## src/rtl/shift_pkg.sv

```systemverilog
// Shared types and default widths for the two-requester shift scheduler.
package shift_pkg;

    localparam int DEF_DATA_W = 8;
    localparam int DEF_AMT_W  = 4;

    typedef enum logic [1:0] {
        OP_SHL  = 2'd0,
        OP_SHR  = 2'd1,
        OP_SSHR = 2'd2,
        OP_DYN  = 2'd3
    } shift_op_e;

    typedef enum logic {
        ST_IDLE = 1'b0,
        ST_HOLD = 1'b1
    } sched_state_e;

endpackage

```

## src/rtl/shift_core.sv

```systemverilog
// Combinational shifter: logical/arithmetic shifts plus a signed-amount DYN shift.
module shift_core
    import shift_pkg::*;
#(
    parameter int DATA_W = DEF_DATA_W,
    parameter int AMT_W  = DEF_AMT_W
) (
    input  shift_op_e         op,
    input  logic [DATA_W-1:0] data,
    input  logic [AMT_W-1:0]  amt,
    output logic [DATA_W-1:0] result
);

    // One extra bit so that the most negative amount keeps its full magnitude.
    logic [AMT_W:0] w_mag;

    assign w_mag = {1'b0, ~amt} + (AMT_W+1)'(1);

    always_comb begin
        result = '0;
        unique case (op)
            OP_SHL:  result = data << amt;
            OP_SHR:  result = data >> amt;
            OP_SSHR: result = $signed(data) >>> amt;
            OP_DYN: begin
                if (amt[AMT_W-1]) begin
                    result = data << w_mag;
                end else begin
                    result = $signed(data) >>> amt;
                end
            end
            default: result = '0;
        endcase
    end

endmodule

```

## src/rtl/shift_sched.sv

```systemverilog
// Round-robin scheduler sharing one shift_core between two requesters, one-deep result register.
// Define SHIFT_SCHED_STALL_CNT_EN to build the saturating response-stall counter.
//
// state   | meaning
// IDLE    | no result held, any valid request may be granted
// HOLD    | result held (rsp_valid=1); new grant only when rsp_ready=1
module shift_sched
    import shift_pkg::*;
#(
    parameter int DATA_W = DEF_DATA_W,
    parameter int AMT_W  = DEF_AMT_W
) (
    input  logic                  clk,
    input  logic                  rst_n,
    input  logic [1:0]            req_valid,
    output logic [1:0]            req_ready,
    input  logic [3:0]            req_op,
    input  logic [2*DATA_W-1:0]   req_data,
    input  logic [2*AMT_W-1:0]    req_amt,
    output logic                  rsp_valid,
    input  logic                  rsp_ready,
    output logic [DATA_W-1:0]     rsp_data,
    output logic                  rsp_src,
    output logic [15:0]           stall_cnt
);

    sched_state_e        r_state;
    sched_state_e        w_state_nxt;
    logic                r_rr_ptr;
    logic [DATA_W-1:0]   r_rsp_data;
    logic                r_rsp_src;
    logic                w_can_accept;
    logic                w_grant;
    logic                w_grant_idx;
    logic [DATA_W-1:0]   w_result;

    // r_rr_ptr names the requester that wins when both are valid.
    always_comb begin
        w_grant_idx = r_rr_ptr;
        if (req_valid != 2'b11) begin
            w_grant_idx = req_valid[1];
        end
    end

    always_comb begin
        w_state_nxt  = r_state;
        w_can_accept = 1'b0;
        w_grant      = 1'b0;
        req_ready    = 2'b00;
        unique case (r_state)
            ST_IDLE: w_can_accept = 1'b1;
            ST_HOLD: w_can_accept = rsp_ready;
            default: w_can_accept = 1'b0;
        endcase
        w_grant = rst_n && w_can_accept && (req_valid != 2'b00);
        if (w_grant) begin
            req_ready[w_grant_idx] = 1'b1;
            w_state_nxt = ST_HOLD;
        end else if (r_state == ST_HOLD && rsp_ready) begin
            w_state_nxt = ST_IDLE;
        end
    end

    always_ff @(posedge clk) begin
        if (!rst_n) begin
            r_state <= ST_IDLE;
        end else begin
            r_state <= w_state_nxt;
        end
    end

    shift_core #(
        .DATA_W (DATA_W),
        .AMT_W  (AMT_W)
    ) u_core (
        .op     (shift_op_e'(req_op[w_grant_idx*2 +: 2])),
        .data   (req_data[w_grant_idx*DATA_W +: DATA_W]),
        .amt    (req_amt[w_grant_idx*AMT_W +: AMT_W]),
        .result (w_result)
    );

    always_ff @(posedge clk) begin
        if (!rst_n) begin
            r_rr_ptr   <= 1'b0;
            r_rsp_data <= '0;
            r_rsp_src  <= 1'b0;
        end else if (w_grant) begin
            r_rr_ptr   <= ~w_grant_idx;
            r_rsp_data <= w_result;
            r_rsp_src  <= w_grant_idx;
        end
    end

    assign rsp_valid = (r_state == ST_HOLD);
    assign rsp_data  = r_rsp_data;
    assign rsp_src   = r_rsp_src;

`ifdef SHIFT_SCHED_STALL_CNT_EN
    logic [15:0] r_stall_cnt;

    always_ff @(posedge clk) begin
        if (!rst_n) begin
            r_stall_cnt <= 16'h0000;
        end else if (rsp_valid && !rsp_ready && r_stall_cnt != 16'hFFFF) begin
            r_stall_cnt <= r_stall_cnt + 16'h0001;
        end
    end

    assign stall_cnt = r_stall_cnt;
`else
    assign stall_cnt = 16'h0000;
`endif

endmodule
```

## config.mk

```make
export PLATFORM = sky130hd
export DESIGN_NAME = shift_sched
export DESIGN_NICKNAME = d
export VERILOG_FILES = /design/src/rtl/shift_pkg.sv /design/src/rtl/shift_core.sv /design/src/rtl/shift_sched.sv
export SDC_FILE = /design/constraint.sdc
export NUM_CORES = 1
export LEC_CHECK = 0
export CAP_MARGIN = 20
export CELL_PAD_IN_SITES_DETAIL_PLACEMENT = 0
export CELL_PAD_IN_SITES_GLOBAL_PLACEMENT = 1
export CORE_MARGIN = 1.5
export CORE_UTILIZATION = 36
export DETAILED_ROUTE_END_ITERATION = 10
export GPL_TIMING_DRIVEN = 0
export HOLD_SLACK_MARGIN = 0.1
export PLACE_DENSITY_LB_ADDON = 0.1
export SLEW_MARGIN = 5
export SYNTH_ARGS = -nofsm -noshare
export SYNTH_HDL_FRONTEND = slang
export SYNTH_HIERARCHICAL = 1
export SYNTH_SLANG_ARGS = --single-unit
```

## constraint.sdc

```tcl
create_clock -name clk -period 5.75 [get_ports clk]
set_clock_uncertainty 0.05 [all_clocks]
set_input_delay 1.4375 -clock clk [delete_from_list [all_inputs] [get_ports clk]]
set_output_delay 1.4375 -clock clk [all_outputs]
set_load 0.01 [all_outputs]
```

Word level (Yosys, flattened, before mapping) --
Index checks and enable logic that the tools add are counted.
Word-level totals: flip-flop bits (word level) 11
Cells by class: equality and inequality tests 4, bitwise operators 3, multiplexer cells 9, add/sub/neg operators 1, $lt $le $gt $ge 2, reduce and logical (&&, ||, !) cells 7, shift-type cells 7
Operator list (count):
- 8-bit one-hot mux with 4 select lines | 1
- 16-bit by 5-bit variable part select with 8-bit output | 1
- 8-bit two-way mux | 1
- 8-bit by 4-bit variable part select with 4-bit output | 1
- 8-bit by 4-bit << shifter with 8-bit output | 1
- 8-bit by 5-bit << shifter with 8-bit output | 1
- 8-bit by 4-bit >> shifter with 8-bit output | 1
- 8-bit by 4-bit >>> shifter with 8-bit output | 1
- 4-bit by 1-bit adder with 5-bit output, second input constant | 1
- 2-bit == test, second input constant | 2
- 1-bit logical AND | 4
- 1-bit two-way mux | 4
- 4-bit inverter | 1
- 2-bit nonzero test | 2
- 4-bit by 3-bit variable part select with 2-bit output | 1
- 2-bit by 1-bit == test with 1-bit output, second input constant | 1
- 2-bit logical NOT | 1
- 1-bit by 2-bit less-than comparator with 1-bit output, second input constant | 1
- 2-bit two-way mux | 1
- 2-bit inequality test, second input constant | 1
- 1-bit inverter | 2
- 1-bit one-hot mux with 2 select lines | 1
- 1-bit demux with 1-bit select | 1
- 1-bit greater-or-equal comparator, second input constant | 1

Longest topological paths before layout --
Gate-level depths: netlist of run 1.
word-level depth 8, depth in mapped cells 16

Cells and area by module --
The synthesis of run 1 kept the hierarchy.
Modules (own cells, without submodules):
- shift_core | times used 1, area an instance 1067.3 um2, cells an instance 152, seq. area each 0.0 um2
- shift_sched | times used 1, area an instance 768.2 um2, cells an instance 85, seq. area each 220.2 um2

Least setup slack after synthesis of run 1 --
OpenSTA, ideal clock, no wires.
kind in2reg, from input req_valid[0], to register r_rsp_data[3], in the netlist rsp_data[3], data arrival time 4.009 ns, cell stages on the path 16, path slack 1.624 ns, buffers on the path 4, required time 5.633 ns, library setup time 0.067 ns, cells stage by stage inv_1 -> o21ai_2 -> buf_6 -> mux2_2 -> buf_6 -> buf_6 -> inv_1 -> ha_1 -> buf_2 -> mux2i_1 -> mux2_2 -> o31ai_1 -> nand3_1 -> o311ai_1 -> nand3_1 -> o21ai_2
On the way: word-level cells in the longest chain between the ends 8
Ends and longest elaborated chain:
- start, declared | RTL line shift_sched.sv:15 | input logic [1:0] req_valid,
- 2-bit inequality test * | RTL line shift_sched.sv:40 | if (req_valid != 2'b11) begin
- 1-bit two-way mux * | RTL line shift_sched.sv:40
- 8-bit by 4-bit variable part select with 4-bit output | RTL line shift_sched.sv:78 | .amt (req_amt[w_grant_idx*AMT_W +: AMT_W]),
- 4-bit inverter | RTL line shift_core.sv:17 | assign w_mag = {1'b0, ~amt} + (AMT_W+1)'(1);
- 4-bit by 1-bit adder with 5-bit output | RTL line shift_core.sv:17
- 8-bit by 5-bit << shifter with 8-bit output | RTL line shift_core.sv:27 | result = data << w_mag;
- 8-bit two-way mux | RTL line shift_core.sv:26 | if (amt[AMT_W-1]) begin
- 8-bit one-hot mux with 4 select lines * | RTL line shift_core.sv:21 | unique case (op)
- via w_result[3] | RTL line shift_sched.sv:35 | logic [DATA_W-1:0] w_result;
- end signal, assigned | RTL line shift_sched.sv:89 | r_rsp_data <= w_result;
- end, declared | RTL line shift_sched.sv:30 | logic [DATA_W-1:0] r_rsp_data;
Mark *: on every way through the listed nets, which the timed path passes. The rest lies on a longest branch. A chain may end at the register's enable or synchronous reset.

Final worst setup path of run 1 --
from input req_valid[0], to register r_rsp_data[4], in the netlist rsp_data[4]
The elaborated chain is that of the path after synthesis.

==> results of run 1 <==
metal layers:
| layer | vias up | global-route usage (%) | share of wire [%] |
|---|---|---|---|
| met4 | 0 | 3.43 | 1.2 |
| met3 | 6 | 3.39 | 8.0 |
| met5 | - | 0 | 0 |
| met2 | 82 | 31.3 | 44 |
| met1 | 914 | 29.5 | 46 |
| li1 | 967 | - | - |
per-stage QoR:
stage / utilization (%) / worst slack, ps / power, µW / instance area [µm²]
floorplan: - / 1620 / 266 / 1890
global placement: 50.2 / 574 / 347 / 2420
detailed placement: 50.2 / 611 / 346 / 2420
CTS: 51.1 / 854 / 424 / 2460
global route: 51.1 / 563 / 457 / 2460
finish: 51.1 / 821 / 424 / 2460
state kept, by name (all words and copies together), names as in the netlist:
signal / cells
rsp_data: 8
rsp_valid: 1
r_rr_ptr: 1
rsp_src: 1
final cells by class:
class / instances / share of cell area [%]
multi-input cells: 199 / 57.0
repair buffers: 44 / 17.9
plain buffers: 35 / 9.81
flip-flops and latches: 11 / 8.95
well taps: 67 / 3.41
clock buffers: 4 / 1.83
inverters: 7 / 1.07
worst register-to-register path, delay by kind of cell (launching register included):
kind	cells	cell delay, ps
AOI/OAI and AO/OA	4	870
buffers and inverters	2	540
xor gates and xnor gates	1	510
muxes	1	440
adders and majority gates	1	400
DFF	1	330
and+or+nand+nor	3	240
cell usage in the layout (no fill, tap or decap), types with 3 or more instances in the layout:
| cell type | count |
|---|---|
| a211oi_1 | 6 |
| a21oi_1 | 12 |
| buf_2 | 4 |
| buf_4 | 16 |
| buf_6 | 6 |
| clkbuf_1 | 10 |
| clkbuf_8 | 3 |
| clkdlybuf4s50_1 | 44 |
| conb_1 | 16 |
| dfxtp_1 | 11 |
| inv_1 | 7 |
| mux2_2 | 20 |
| mux2i_1 | 15 |
| mux4_2 | 4 |
| nand2_1 | 23 |
| nand3_1 | 16 |
| nand3b_1 | 3 |
| nor2_1 | 13 |
| nor2b_1 | 3 |
| nor3_1 | 6 |
| o21ai_0 | 8 |
| o21ai_2 | 7 |
| o22ai_1 | 4 |
power by group:
part / leakage [µW] / total, µW / internal (µW) / switching (µW)
logic: 0.000896 / 258 / 126 / 132
clock network: 0.0000228 / 76.1 / 48.5 / 27.6
registers: 0.0000908 / 89.3 / 85.0 / 4.22
cell families (layout without fill, tap and decap cells):
logic type | count (synthesis) | count (layout) | synth area share (%)
simple gates | 78 | 78 | 21.0
buf+inv | 42 | 90 | 14.6
other cells | 1 | 16 | 0.204
compound gates | 62 | 62 | 23.8
flops | 11 | 11 | 12.0
fa+ha+maj | 1 | 1 | 0.682
xor+xnor | 2 | 2 | 0.955
mux | 40 | 40 | 26.8
path summary, 6_finish.rpt:
| check | start | endpoint | slack [ps] | cells past startpoint |
|---|---|---|---|---|
| max reg2reg | r_rr_ptr | rsp_data[4] | 2250 | 12 |
| min | rsp_data[7] | rsp_data[7] | 400 | 2 |
| min reg2reg | rsp_data[7] | rsp_data[7] | 400 | 2 |
| max | req_valid[0] | rsp_data[4] | 820 | 14 |
==> reports/qor.csv, run 1 <==
stage,metric,value,unit
global_route,grt-ovfl-total,0,
clock_tree,clkTransAtPathRegs,50,ps
synthesis,yosysUniqueCellTypes,53,
die,dieArea,0.00554,mm²
clock_tree,cts_max_path_buffers,2,
clock_tree,numCtsBuffers,3,
synthesis,synth_edf_count,0,
setup_path,required,5830,ps
clock_tree,cts_setup_buffers,0,
synthesis,async_flop_share,0,%
layout,register_area,220,µm²
sta,rsz0062_at_grt,no,
job,drv_cap,0,
clock_tree,cts_root_buf,clkbuf_8,
placed_design,post-dp-hpwl,4290,µm
die,initial_core_util,38.1,%
layout,nNetsFinal,335,
clock_tree,cts_max_level,1,
synthesis,synthCells,237,
synthesis,synth_top_cell_by_area,mux2_2,
setup_path,crit_family,buffers and inverters,
hold_path,min_path_type,flop to flop,
sta,layout_min_cycle_time,4930,ps
setup_path,cp_slowest_cell,xor2_1,
die,ioPinCount,61,
setup_path,worst_setup_path_end_kind,flop,
clock_tree,cts_tree,done,
synthesis,synthTopCellsByCount,"23 x nand2_1, 20 x mux2_2, 16 x buf_4, 16 x nand3_1, 15 x mux2i_1",
sta,max_freq,203,MHz
setup_path,path_buf_inv,4,
synthesis,ys_ff_latch,11,
routing,drt-total-wl,5440,µm
layout,nFillCells,509,
synthesis,yosysMostFrequentCell,nand2_1,
setup_path,critical_path_class,input pin to flop,
power,ir_worst_vdd,0.101,mV
sta,slew_headroom,62.0,%
routing,vias,1969,
synthesis,syn_area_per_cell,7.74,µm²
routing,wl_per_cell,14.8,µm
synthesis,yosys_warnings,6,
global_route,grt_pass1_vias,1787,
die,row_count,25,
clock_tree,clock_latency,230,ps
layout,syn_to_final_growth,34.1,%
layout,antenna_cells,0,
global_route,grt_pass1_wl,8630,µm
sta,timing.final.hold_violations,0,
synthesis,ys_seq_area_share,12.0,%
placed_design,io_buffers,44,
synthesis,synthFlopType,dfxtp_1,
die,die_h,74.4,µm
layout,drive_above_1_share,22.3,%
routing,dr.pass1.iters,4,
placed_design,place_congestion,0.918,
die,die_w,74.4,µm
setup_path,cp.arrival,5010,ps
routing,ant_nets,0,
synthesis,synth_top_area_share,12.3,%
clock_tree,post_cts_resize_count,0,
status,outcome,"finished, final reports clean",
sta,whs,398,ps
routing,viasPerCell,5.37,
setup_path,path_cells,clkdlybuf4s50_1 > inv_1 > o21ai_2 > mux2_2 > inv_1 > clkbuf_1 > ha_1 > xor2_1 > nor3_1 > a31oi_1 > nor3_1 > a211o_1 > nand3_1 > o21ai_2,
synthesis,netlist_area,0.00184,mm²
global_route,grt_max_degree,11,
sta,setup_viol,0,
synthesis,synth.area.top_cells,"mux2_2 12%, dfxtp_1 12%, mux2i_1 8.2%",
global_route,antenna_found_initial,0,
setup_path,cp_max_fo,10,
sta,setup_tns,0,ps
clock_tree,postCtsHoldBufs,0,
sta,finalCritPeriodShare,85.7,%
placed_design,dp.cells,363,
layout,final_cell_count_no_fill,367,
global_route,grt_use_total,20.1,%
die,core_area,0.00482,mm²
power,power.static_leakage,0.00101,µW
sta,drv_slew,0,
routing,drt_iter0_markers,131,
sta,worstMarginPinSlew,568,ps
setup_path,cpPeakStageDelay,510,ps
routing,drc,0,
clock_tree,cts_num_sinks,11,
setup_path,worstSetupStartpointType,input pin,
power,p_per_area,172,mW/mm²
layout,multi_input_area,0.00140,mm²
(Power assumes the default switching activity.)
==> inputs of run 2 (changes only) <==
CORE_UTILIZATION = 33   (was 36)
clock period = 5.39 ns   (was 5.75 ns; I/O delays follow)
==> run 2 against run 1 <==
Effect of this change:
- non-clock buffer count unchanged
- largest power group unchanged
- worst setup slack worse by 260 ps
- sequential cell count unchanged
==> reports/qor.csv, run 2 (synthesis gave the netlist of run 1 again) <==
stage,metric,value,unit
placed_design,dp.cells,366,
sta,whs,398,ps
placed_design,post-dp-hpwl,4180,µm
placed_design,place_congestion,0.880,
layout,final_cell_count_no_fill,370,
die,die_h,77.6,µm
die,core_area,0.00524,mm²
global_route,grt_use_total,18.3,%
sta,timing.final.hold_violations,0,
layout,nNetsFinal,335,
setup_path,cp_max_fo,10,
sta,max_freq,207,MHz
global_route,grt-ovfl-total,0,
layout,fin_area,0.00246,mm²
routing,dr.pass1.iters,4,
die,die_w,77.6,µm
clock_tree,postCtsHoldBufs,0,
sta,drv_slew,0,
routing,wl_per_cell,14.4,µm
placed_design,dpl_cell_area,0.00242,mm²
status,outcome,"finished, final reports clean",
power,ir_worst_vdd,0.109,mV
sta,rsz0062_at_grt,no,
layout,nFillCells,532,
clock_tree,cts_setup_buffers,0,
global_route,grt_pass1_vias,1803,
clock_tree,cts_num_sinks,11,
global_route,antenna_found_initial,0,
die,dieArea,0.00602,mm²
sta,slew_headroom,62.4,%
layout,most-common-layout-cells,"44 x clkdlybuf4s50_1, 23 x nand2_1, 20 x mux2_2",
die,ioPinCount,61,
sta,setup_viol,0,
routing,drt_iter0_markers,139,
clock_tree,cts_tree,done,
layout,layout_commonest_cell,clkdlybuf4s50_1,
routing,drt-total-wl,5310,µm
routing,ant_nets,0,
routing,drc,0,
layout,syn_to_final_growth,34.3,%
setup_path,cp.arrival,4910,ps
layout,finish.utilization,47.1,%
hold_path,min_path_type,flop to flop,
global_route,grt_pass1_wl,9010,µm
job,drv_cap,0,
die,initial_core_util,35.0,%
sta,worstMarginPinSlew,562,ps
setup_path,critical_path_class,input pin to flop,
power,p_per_area,183,mW/mm²
routing,vias,1930,
sta,layout_min_cycle_time,4830,ps
global_route,grt_max_degree,11,
routing,viasPerCell,5.22,
clock_tree,cts_root_buf,clkbuf_8,
die,row_count,26,
setup_path,required,5460,ps
layout,largest_register_ffs,8,
clock_tree,cts_max_path_buffers,2,
setup_path,worst_setup_path_end_kind,flop,
clock_tree,clock_latency,230,ps
clock_tree,numCtsBuffers,3,
layout,drive_above_1_share,22.3,%
setup_path,worstSetupStartpointType,input pin,
sta,finalCritPeriodShare,89.7,%
clock_tree,clkTransAtPathRegs,50,ps
sta,setup_tns,0,ps
clock_tree,post_cts_resize_count,0,
placed_design,io_buffers,44,
clock_tree,cts_max_level,1,
layout,antenna_cells,0,
power,power.static_leakage,0.00101,µW
-- run 2: cell counts in the layout (fill, tap and decap cells not counted) --
Identical to the previous run, type by type.
-- run 2: where the power goes --
group          internal, µW  switching, µW  leakage [µW]  total, µW
sequential             90.7           4.37     0.0000908       95.1
combinational           135            141      0.000896        276
clock                  51.7           28.4     0.0000228       80.1
total                   277            174       0.00101        451
-- run 2: cell type report --
type	count	area (µm²)	area share [%]
multi-input cells	199	1400	57.0
well taps	70	87.6	3.55
inverters	7	26.3	1.07
plain buffers	35	241	9.80
flip-flops and latches	11	220	8.93
repair buffers	44	440	17.9
clock buffers	4	45.0	1.83
-- run 2: through the flow --
| step | setup slack, ps | total power, µW |
|---|---|---|
| after floorplan | 1350 | 284 |
| after CTS | 570 | 452 |
| after global placement | 317 | 371 |
| after detailed placement | 350 | 369 |
| after global routing | 301 | 487 |
| final | 556 | 451 |
-- run 2: path summary, 6_finish.rpt --
kind | from | end | cells after the start | slack (ps)
worst min-delay path | rsp_data[5] | rsp_data[5] | 2 | 400
worst max-delay path | req_valid[0] | rsp_data[4] | 14 | 560
worst max register to register | r_rr_ptr | rsp_data[4] | 12 | 1890
worst min register to register | rsp_data[5] | rsp_data[5] | 2 | 400
-- run 2: critical path: stages --
cell and delay [ps]:
clkdlybuf4s50_1 500, inv_1 70, o21ai_2 310, mux2_2 440, inv_1 120, clkbuf_1 400, ha_1 390, xor2_1 500
nor3_1 90, a31oi_1 210, nor3_1 90, a211o_1 290, nand3_1 80, o21ai_2 60
-- run 2: layer usage --
metal	part of all wire [%]	wire [µm]	global-route usage (%)
met2	43	2300	28.9
met5	0	0	0
met1	47	2480	25.8
met3	9.5	505	4.24
met4	0.45	24	2.73
